**config.mk**
```make
export PLATFORM = sky130hd
export DESIGN_NAME = query_sweep
export DESIGN_NICKNAME = d
export VERILOG_FILES = /design/src/rtl/query_sweep.sv
export SDC_FILE = /design/constraint.sdc
export NUM_CORES = 1
export LEC_CHECK = 0
export CAP_MARGIN = 0
export CORE_ASPECT_RATIO = 0.75
export CORE_MARGIN = 2
export CORE_UTILIZATION = 30
export DETAILED_ROUTE_END_ITERATION = 10
export PLACE_DENSITY = 0.6
export SLEW_MARGIN = 20
export SYNTH_ARGS = -nofsm -noshare
export SYNTH_HDL_FRONTEND = slang
export SYNTH_SLANG_ARGS = --single-unit
export TNS_END_PERCENT = 5
```
**constraint.sdc**
```tcl
create_clock -name clk -period 3.7 [get_ports clk]
set_input_delay 0.37 -clock clk [delete_from_list [all_inputs] [get_ports clk]]
set_output_delay 0.37 -clock clk [all_outputs]
set_load 0.005 [all_outputs]
```
**src/rtl/query_sweep.sv**
```systemverilog
// rtl/query_sweep.sv - candidate pair enumerator driving a combinational Query block
//
// Purpose: walks every (p1, p2) atom pair (p2 inner, p1 outer, ascending),
// presents it on q_p1/q_p2, samples q_valid in the same cycle and streams
// each satisfying pair out over a valid/ready handshake while counting hits.
//
// Ports:
//   clk, rst_n           clock, asynchronous active-low reset
//   start, abort         begin a sweep (IDLE only) / return to IDLE from anywhere
//   busy, done           sweep in progress / one-cycle completion pulse
//   q_p1, q_p2, q_valid  candidate pair to Query and its combinational verdict
//   sol_valid/ready      solution handshake, sol_p1/sol_p2 the solution pair
//   sol_count            saturating number of solutions in current/last sweep
//
// Configuration macro: QUERY_SWEEP_SKIP_DIAG_EN - never drive pairs with p1==p2.

module query_sweep #(
    parameter int ATOM_W    = 3,
    parameter int NUM_ATOMS = 6,
    parameter int CNT_W     = 2*ATOM_W+1
) (
    input  logic              clk,
    input  logic              rst_n,
    input  logic              start,
    input  logic              abort,
    output logic              busy,
    output logic              done,
    output logic [ATOM_W-1:0] q_p1,
    output logic [ATOM_W-1:0] q_p2,
    input  logic              q_valid,
    output logic              sol_valid,
    input  logic              sol_ready,
    output logic [ATOM_W-1:0] sol_p1,
    output logic [ATOM_W-1:0] sol_p2,
    output logic [CNT_W-1:0]  sol_count
);

    typedef enum logic [1:0] {
        S_IDLE = 2'd0,
        S_SCAN = 2'd1,
        S_EMIT = 2'd2,
        S_FIN  = 2'd3
    } state_t;

    localparam int PW = ATOM_W + 1;

`ifdef QUERY_SWEEP_SKIP_DIAG_EN
    localparam bit SKIP_DIAG = 1'b1;
`else
    localparam bit SKIP_DIAG = 1'b0;
`endif

    // With the diagonal skipped the final pair is (N-1, N-2); N==1 has no pairs.
    localparam int LAST_P2_I = SKIP_DIAG ? ((NUM_ATOMS > 1) ? NUM_ATOMS - 2 : 0)
                                         : NUM_ATOMS - 1;
    localparam logic [ATOM_W-1:0] LAST_P1    = ATOM_W'(NUM_ATOMS - 1);
    localparam logic [ATOM_W-1:0] LAST_P2    = ATOM_W'(LAST_P2_I);
    localparam logic [ATOM_W-1:0] FIRST_P2   = SKIP_DIAG ? ATOM_W'(1) : '0;
    localparam bit                NO_PAIRS   = SKIP_DIAG && (NUM_ATOMS == 1);

    state_t             state_q;
    logic               busy_q;
    logic               done_q;
    logic               sol_valid_q;
    logic [ATOM_W-1:0]  p1_q;
    logic [ATOM_W-1:0]  p2_q;
    logic [ATOM_W-1:0]  sol_p1_q;
    logic [ATOM_W-1:0]  sol_p2_q;
    logic [CNT_W-1:0]   sol_count_q;

    logic [PW-1:0]      inc_p2;
    logic [ATOM_W-1:0]  p1_d;
    logic [ATOM_W-1:0]  p2_d;
    logic               is_last;
    logic [CNT_W-1:0]   sol_count_inc;

    // Successor of the current pair. p2 is widened by one bit so the row
    // wrap is detectable even when NUM_ATOMS == 2**ATOM_W. Overflow of p1
    // only happens past the last pair, which is never taken.
    always_comb begin
        inc_p2 = {1'b0, p2_q} + 1'b1;
        if (inc_p2 == PW'(NUM_ATOMS)) begin
            p1_d = p1_q + 1'b1;
            p2_d = '0;
        end else begin
            p1_d = p1_q;
            p2_d = inc_p2[ATOM_W-1:0];
        end
        // A row wrap lands on p2=0 with p1>=1, so only same-row steps can
        // hit the diagonal; one extra step clears it.
        if (SKIP_DIAG && (p2_d == p1_d)) begin
            p2_d = p2_d + 1'b1;
        end
    end

    assign is_last       = (p1_q == LAST_P1) && (p2_q == LAST_P2);
    assign sol_count_inc = (&sol_count_q) ? sol_count_q : sol_count_q + 1'b1;

    always_ff @(posedge clk or negedge rst_n) begin
        if (!rst_n) begin
            state_q     <= S_IDLE;
            busy_q      <= 1'b0;
            done_q      <= 1'b0;
            sol_valid_q <= 1'b0;
            p1_q        <= '0;
            p2_q        <= '0;
            sol_p1_q    <= '0;
            sol_p2_q    <= '0;
            sol_count_q <= '0;
        end else begin
            done_q <= 1'b0;
            if (abort) begin
                state_q     <= S_IDLE;
                busy_q      <= 1'b0;
                sol_valid_q <= 1'b0;
            end else begin
                case (state_q)
                    S_IDLE: begin
                        if (start) begin
                            sol_count_q <= '0;
                            p1_q        <= '0;
                            p2_q        <= FIRST_P2;
                            if (NO_PAIRS) begin
                                state_q <= S_FIN;
                                done_q  <= 1'b1;
                            end else begin
                                state_q <= S_SCAN;
                                busy_q  <= 1'b1;
                            end
                        end
                    end
                    S_SCAN: begin
                        if (q_valid) begin
                            sol_p1_q    <= p1_q;
                            sol_p2_q    <= p2_q;
                            sol_count_q <= sol_count_inc;
                            sol_valid_q <= 1'b1;
                            state_q     <= S_EMIT;
                        end else if (is_last) begin
                            state_q <= S_FIN;
                            busy_q  <= 1'b0;
                            done_q  <= 1'b1;
                        end else begin
                            p1_q <= p1_d;
                            p2_q <= p2_d;
                        end
                    end
                    S_EMIT: begin
                        // Candidate stays frozen until the solution is taken.
                        if (sol_ready) begin
                            sol_valid_q <= 1'b0;
                            if (is_last) begin
                                state_q <= S_FIN;
                                busy_q  <= 1'b0;
                                done_q  <= 1'b1;
                            end else begin
                                state_q <= S_SCAN;
                                p1_q    <= p1_d;
                                p2_q    <= p2_d;
                            end
                        end
                    end
                    S_FIN: begin
                        state_q <= S_IDLE;
                    end
                    default: begin
                        state_q <= S_IDLE;
                    end
                endcase
            end
        end
    end

    assign busy      = busy_q;
    assign done      = done_q;
    assign q_p1      = p1_q;
    assign q_p2      = p2_q;
    assign sol_valid = sol_valid_q;
    assign sol_p1    = sol_p1_q;
    assign sol_p2    = sol_p2_q;
    assign sol_count = sol_count_q;

endmodule

```
==> results.yml, run 1 <==
detailed_routing:
  drtIter0Drc: 53
  ant_nets: 0
  wl_um: 3500
  routedWlPerCell_um: 15.0
  vias: 1247
  dr.pass1.iters: 4
  vias_per_cell: 5.33
  drc: 0
cts:
  cts_resized: 0
  cts_buffer_depth: 2
  post_cts_buffers: 0
  clock_sinks: 24
  cts-htree-levels: 1
  clkLatencyLatePin_ns: 0.27
  cts_tree: "built"
  path_clk_slew_ns: 0.09
  cts_buffers: 3
  cts_hold_buf: 0
  clockRootBuffer: "clkbuf_8"
critical_path:
  path_cells: "inv_1 > ha_1 > nor2b_1 > or4_1 > or2_1 > a211o_1"
  cp.arrival_ns: 2.74
  cp.required_ns: 3.86
  cp_top_family: "simple AND/OR/NAND/NOR gates"
  cp-end-kind: "flip-flop"
  cpPeakStageDelay_ns: 0.65
  critPathLaunchType: "flip-flop"
  crit_type: "flip-flop to flip-flop"
  rr_worst_depth: 6
  cp_num_cells: 6
  path_buf_inv: 1
  cp_slowest_cell: "or4_1"
  critical_path.max_fanout: 16
final_layout:
  synthToLayoutAreaGrowth_pct: 26.9
  antenna-diode-count: 0
  regArea_sq_um: 601
  drive_gt1_share_pct: 6.78
  n_fill_cell: 437
  nets: 195
  final_cell_mix: "clkdlybuf4s50_1, dfrtp_1, nand2_1"
  layout.cells.most_common: "clkdlybuf4s50_1"
  multi_input_area_sq_um: 772
die:
  num_rows: 21
  die_w_um: 83.7
  design.core.area_sq_um: 4520
  die_y_um: 63.8
  initial_core_util_pct: 31.6
  fp.dieArea_sq_um: 5340
  io_pins: 28
sta:
  final.setup_skew_ns: 0.00260
  drv_slew: 0
  fin_setup_tns_ns: 0
  tightest_slew_ns: 0.641
  maxSlewHeadroom_pct: 56.9
  fin_crit_sh_pct: 69.7
  fmax_ghz: 0.388
  setup_slack_ns: 1.12
  hold_viol: 0
  rsz0062_at_grt: "false"
  finalSetupViolations: 0
  period_needed_ns: 2.58
grt:
  grt_antenna_before_repair: 0
  grt_pass1_vias: 1141
  grtUsageTotal_pct: 13.6
  overflow: 0
  grt_pass1_wl_um: 5810
  grt_max_degree: 25
placement:
  io_buffers: 27
  place_ws_ns: 1.13
  place.gp.congestion: 0.846
  hpwl_um: 2510
yosys:
  synth-seq-area-share_pct: 42.0
  ys.warnings.count: 0
  avgSynthCellArea_sq_um: 9.53
  synth_nets: 167
  netlist_area_sq_um: 1430
  ys_ff_latch: 24
  yosysUniqueCellTypes: 38
  syn-instance-count: 150
pwr:
  p_leak_uw: 0.000754
  power.density_nw_per_um2: 700
  ir_drop_v: 0.000326
worst_hold_path:
  hold_class: "input port to asynchronous set/reset pin"
run:
  drv_cap: 0
outcome:
  status: "completed"
-- sequential cells by signal, summed over array words and instances, names as in the netlist --
signal / flops
sol_count: 7
state_q: 2
busy: 1
sol_p1: 3
sol_valid: 1
q_p2: 3
sol_p2: 3
q_p1: 3
done: 1
-- cells in the mapped netlist, drive strengths merged --
master   n  share of area (%)
clkbuf   2               0.53
nor4b    1               0.61
inv      9                2.4
o311ai   4                2.4
nor4     1               0.44
a31oi    1               0.44
a211oi   2                1.0
o41ai    2                1.2
a2111o   1               0.79
ha      11                9.6
nand2b   5                2.2
a21oi    4                1.4
or2      2               0.88
nor2     7                1.8
o21ai   16                5.6
nand2   15                3.9
a22o     2                1.2
mux2     4                3.1
nand3    5                1.7
a21bo    1               0.70
a211o    2                1.2
and4     1               0.61
o221a    1               0.79
a21boi   1               0.53
nor3     5                1.7
a21o     1               0.53
nand4    1               0.44
or3      1               0.44
mux2i    2                1.4
buf      2                1.1
o211ai   4                2.1
nor2b    4                1.7
or4      4                2.1
a22oi    2                1.0
dfrtp   24                 42
-- metrics by stage --
step                      instance area, sq um  hold WS, ns  util (%)  power (uW)  instances
after floorplan                           1430       0.0744         -         780        150
after global placement                    1750        0.470      38.7        1020        230
after detailed placement                  1750        0.472      38.7        1040        230
after CTS                                 1820        0.493      40.3        1280        234
after global routing                      1810        0.112      40.1        1370        234
final                                     1810       0.0804      40.1        1270        234
-- per-layer routing --
metal	routed length, um	track usage [%]	up-vias
met5	0	0	-
met4	39	3.02	0
met3	177	4.26	4
met2	1470	19.1	33
met1	1820	20.4	600
li1	-	-	610
-- kinds of logic after synthesis --
| kind of cell | Yosys count | synth area share, % |
|---|---|---|
| multiplexers | 6 | 4.55 |
| AO/OA/AOI/OAI | 44 | 21.1 |
| flip-flops | 24 | 42.0 |
| buffers and inverters | 13 | 4.02 |
| AND/OR/NAND/NOR | 52 | 18.7 |
| adder cells (fa/ha/maj) | 11 | 9.62 |
-- cell type report --
type	count	share of cell area, %
multi-input cells	113	42.6
flip-flops and latches	24	33.1
repair buffers	27	14.6
well taps	57	3.93
clock buffers	3	2.28
inverters	9	1.86
clock inverters	1	1.66
-- path summary, 6_finish.rpt --
| kind | startpoint | endpoint | slack, ns |
|---|---|---|---|
| worst min-delay path | rst_n | sol_p2[0]$_DFFE_PN0P_ | 0.08 |
| max in group asynchronous | rst_n | sol_count[6]$_DFFE_PN0P_ | 3.25 |
| worst max register to register | state_q[1]$_DFFE_PN0P_ | sol_count[5]$_DFFE_PN0P_ | 1.12 |
| min in group clk | sol_p2[1]$_DFFE_PN0P_ | sol_p2[1]$_DFFE_PN0P_ | 0.49 |
| worst min register to register | sol_p2[1]$_DFFE_PN0P_ | sol_p2[1]$_DFFE_PN0P_ | 0.49 |
| worst max-delay path | state_q[1]$_DFFE_PN0P_ | sol_count[5]$_DFFE_PN0P_ | 1.12 |
-- where the power goes --
| part | switching (uW) | internal (uW) |
|---|---|---|
| combinational | 298 | 297 |
| clock | 88.7 | 145 |
| sequential | 97.3 | 345 |
| total | 484 | 786 |
Power figures use the tool's default switching activity.
==> inputs of run 2 (changes only) <==
PLACE_DENSITY = 0.62   (was 0.6)
clock period = 2.2 ns   (was 3.7 ns; I/O delays follow)
==> results.yml, run 2 (synthesis gave the netlist of run 1 again) <==
outcome:
  status: "completed"
final_layout:
  synthToLayoutAreaGrowth_pct: 42.3
  largest_reg_flops: 7
  n_fill_cell: 443
  drive_gt1_share_pct: 23.5
  regArea_sq_um: 602
  antenna-diode-count: 0
  multi_input_area_sq_um: 830
  final_area_sq_um: 2030
  layout.cells.most_common: "clkdlybuf4s50_1"
  final_cell_mix: "clkdlybuf4s50_1, dfrtp_1, buf_4"
  nets: 218
placement:
  post_dp_cell_area_sq_um: 1920
  place.gp.congestion: 0.801
  place_ws_ns: -0.0430
  io_buffers: 27
  hpwl_um: 2590
critical_path:
  cp.arrival_ns: 2.28
  cpPeakStageDelay_ns: 0.52
  cp-end-kind: "flip-flop"
  path_cells: "ha_2 > a211o_1 > or3_4 > or4_4 > o311ai_2"
  critical_path.max_fanout: 5
  critPathLaunchType: "flip-flop"
  r2r_setup_slack_ns: 0.1
  cp_slowest_cell: "or4_4"
  crit_type: "flip-flop to flip-flop"
  cp_top_family: "simple AND/OR/NAND/NOR gates"
  cp.required_ns: 2.37
  path_buf_inv: 0
sta:
  timing.hold.ws_ns: 0.310
  drv_slew: 0
  rsz0062_at_grt: "false"
  period_needed_ns: 2.10
  setup_slack_ns: 0.0950
  final.setup_skew_ns: 0.00329
  hold_viol: 0
  finalSetupViolations: 0
  tightest_slew_ns: 0.639
  fin_setup_tns_ns: 0
  fin_crit_sh_pct: 95.7
  maxSlewHeadroom_pct: 57.0
  fmax_ghz: 0.475
detailed_routing:
  wl_um: 3440
  vias: 1301
  drc: 0
  vias_per_cell: 5.06
  ant_nets: 0
  dr.pass1.iters: 4
  drtIter0Drc: 53
  routedWlPerCell_um: 13.4
pwr:
  p_total_uw: 2320
  power.density_nw_per_um2: 1140
  p_leak_uw: 0.000868
  switchingPower_uw: 872
  ir_drop_v: 0.000403
  switching_share_pct: 37.6
  share_comb_of_total_power_pct: 55.2
  clockPowerShare_pct: 13.1
  intPower_uw: 1450
  seqPwrFrac_pct: 31.7
die:
  die_y_um: 63.8
  initial_core_util_pct: 31.6
  design.core.area_sq_um: 4520
  io_pins: 28
  die_w_um: 83.7
  fp.dieArea_sq_um: 5340
  num_rows: 21
cts:
  clockRootBuffer: "clkbuf_8"
  cts-htree-levels: 1
  clock_sinks: 24
  cts_buffer_depth: 2
  path_clk_slew_ns: 0.09
  cts_hold_buf: 0
  clkLatencyLatePin_ns: 0.27
  cts_buffers: 3
  cts_tree: "built"
grt:
  overflow: 0
  grt_max_degree: 25
  grt_antenna_before_repair: 0
  grt_pass1_wl_um: 5870
  grtUsageTotal_pct: 13.5
  grt_pass1_vias: 1232
run:
  drv_cap: 0
worst_hold_path:
  hold_class: "input port to asynchronous set/reset pin"
run 2: timing repair:
item                       in CTS  in global routing
gates resized for setup         1                 12
pin swaps                       0                  0
setup endpoints to repair       3                  7
setup buffers                   0                  1
run 2: cell type report:
class                   instances  area share [%]
repair buffers                 50            21.8
clock buffers                   4            2.71
inverters                       9            1.66
well taps                      57            3.51
multi-input cells             113            40.8
flip-flops and latches         24            29.6
run 2: routing by layer:
metal  global-route usage, %  vias up  wire [um]
li1                        -      658          -
met1                    19.6      615       1740
met2                    20.4       26       1530
met3                    3.36        2        148
met4                    3.02        0         15
met5                       0        -          0
run 2: worst paths after layout:
path	start	end	depth (start not counted)
min in group clk	sol_p2[1]$_DFFE_PN0P_	sol_p2[1]$_DFFE_PN0P_	2
max in group asynchronous	rst_n	state_q[0]$_DFFE_PN0P_	2
setup reg to reg	state_q[0]$_DFFE_PN0P_	q_p1[2]$_DFFE_PN0P_	5
hold / removal	rst_n	sol_p2[1]$_DFFE_PN0P_	2
hold reg to reg	sol_p2[1]$_DFFE_PN0P_	sol_p2[1]$_DFFE_PN0P_	2
setup / recovery	state_q[0]$_DFFE_PN0P_	q_p1[2]$_DFFE_PN0P_	5
run 2: stage by stage:
| step | util [%] | std cells |
|---|---|---|
| 2_1_floorplan | - | 150 |
| 3_3_place_gp | 42.4 | 252 |
| 3_5_place_dp | 42.4 | 252 |
| 4_1_cts | 43.7 | 256 |
| 5_1_grt | 45.0 | 257 |
| 6_report | 45.0 | 257 |
run 2: power groups by stage:
stage	sequential (uW)	clock, uW	combinational, uW
2_1_floorplan	722	0	593
3_3_place_gp	732	0	1180
3_5_place_dp	734	0	1210
4_1_cts	725	318	1220
5_1_grt	763	334	1420
6_report	735	304	1280
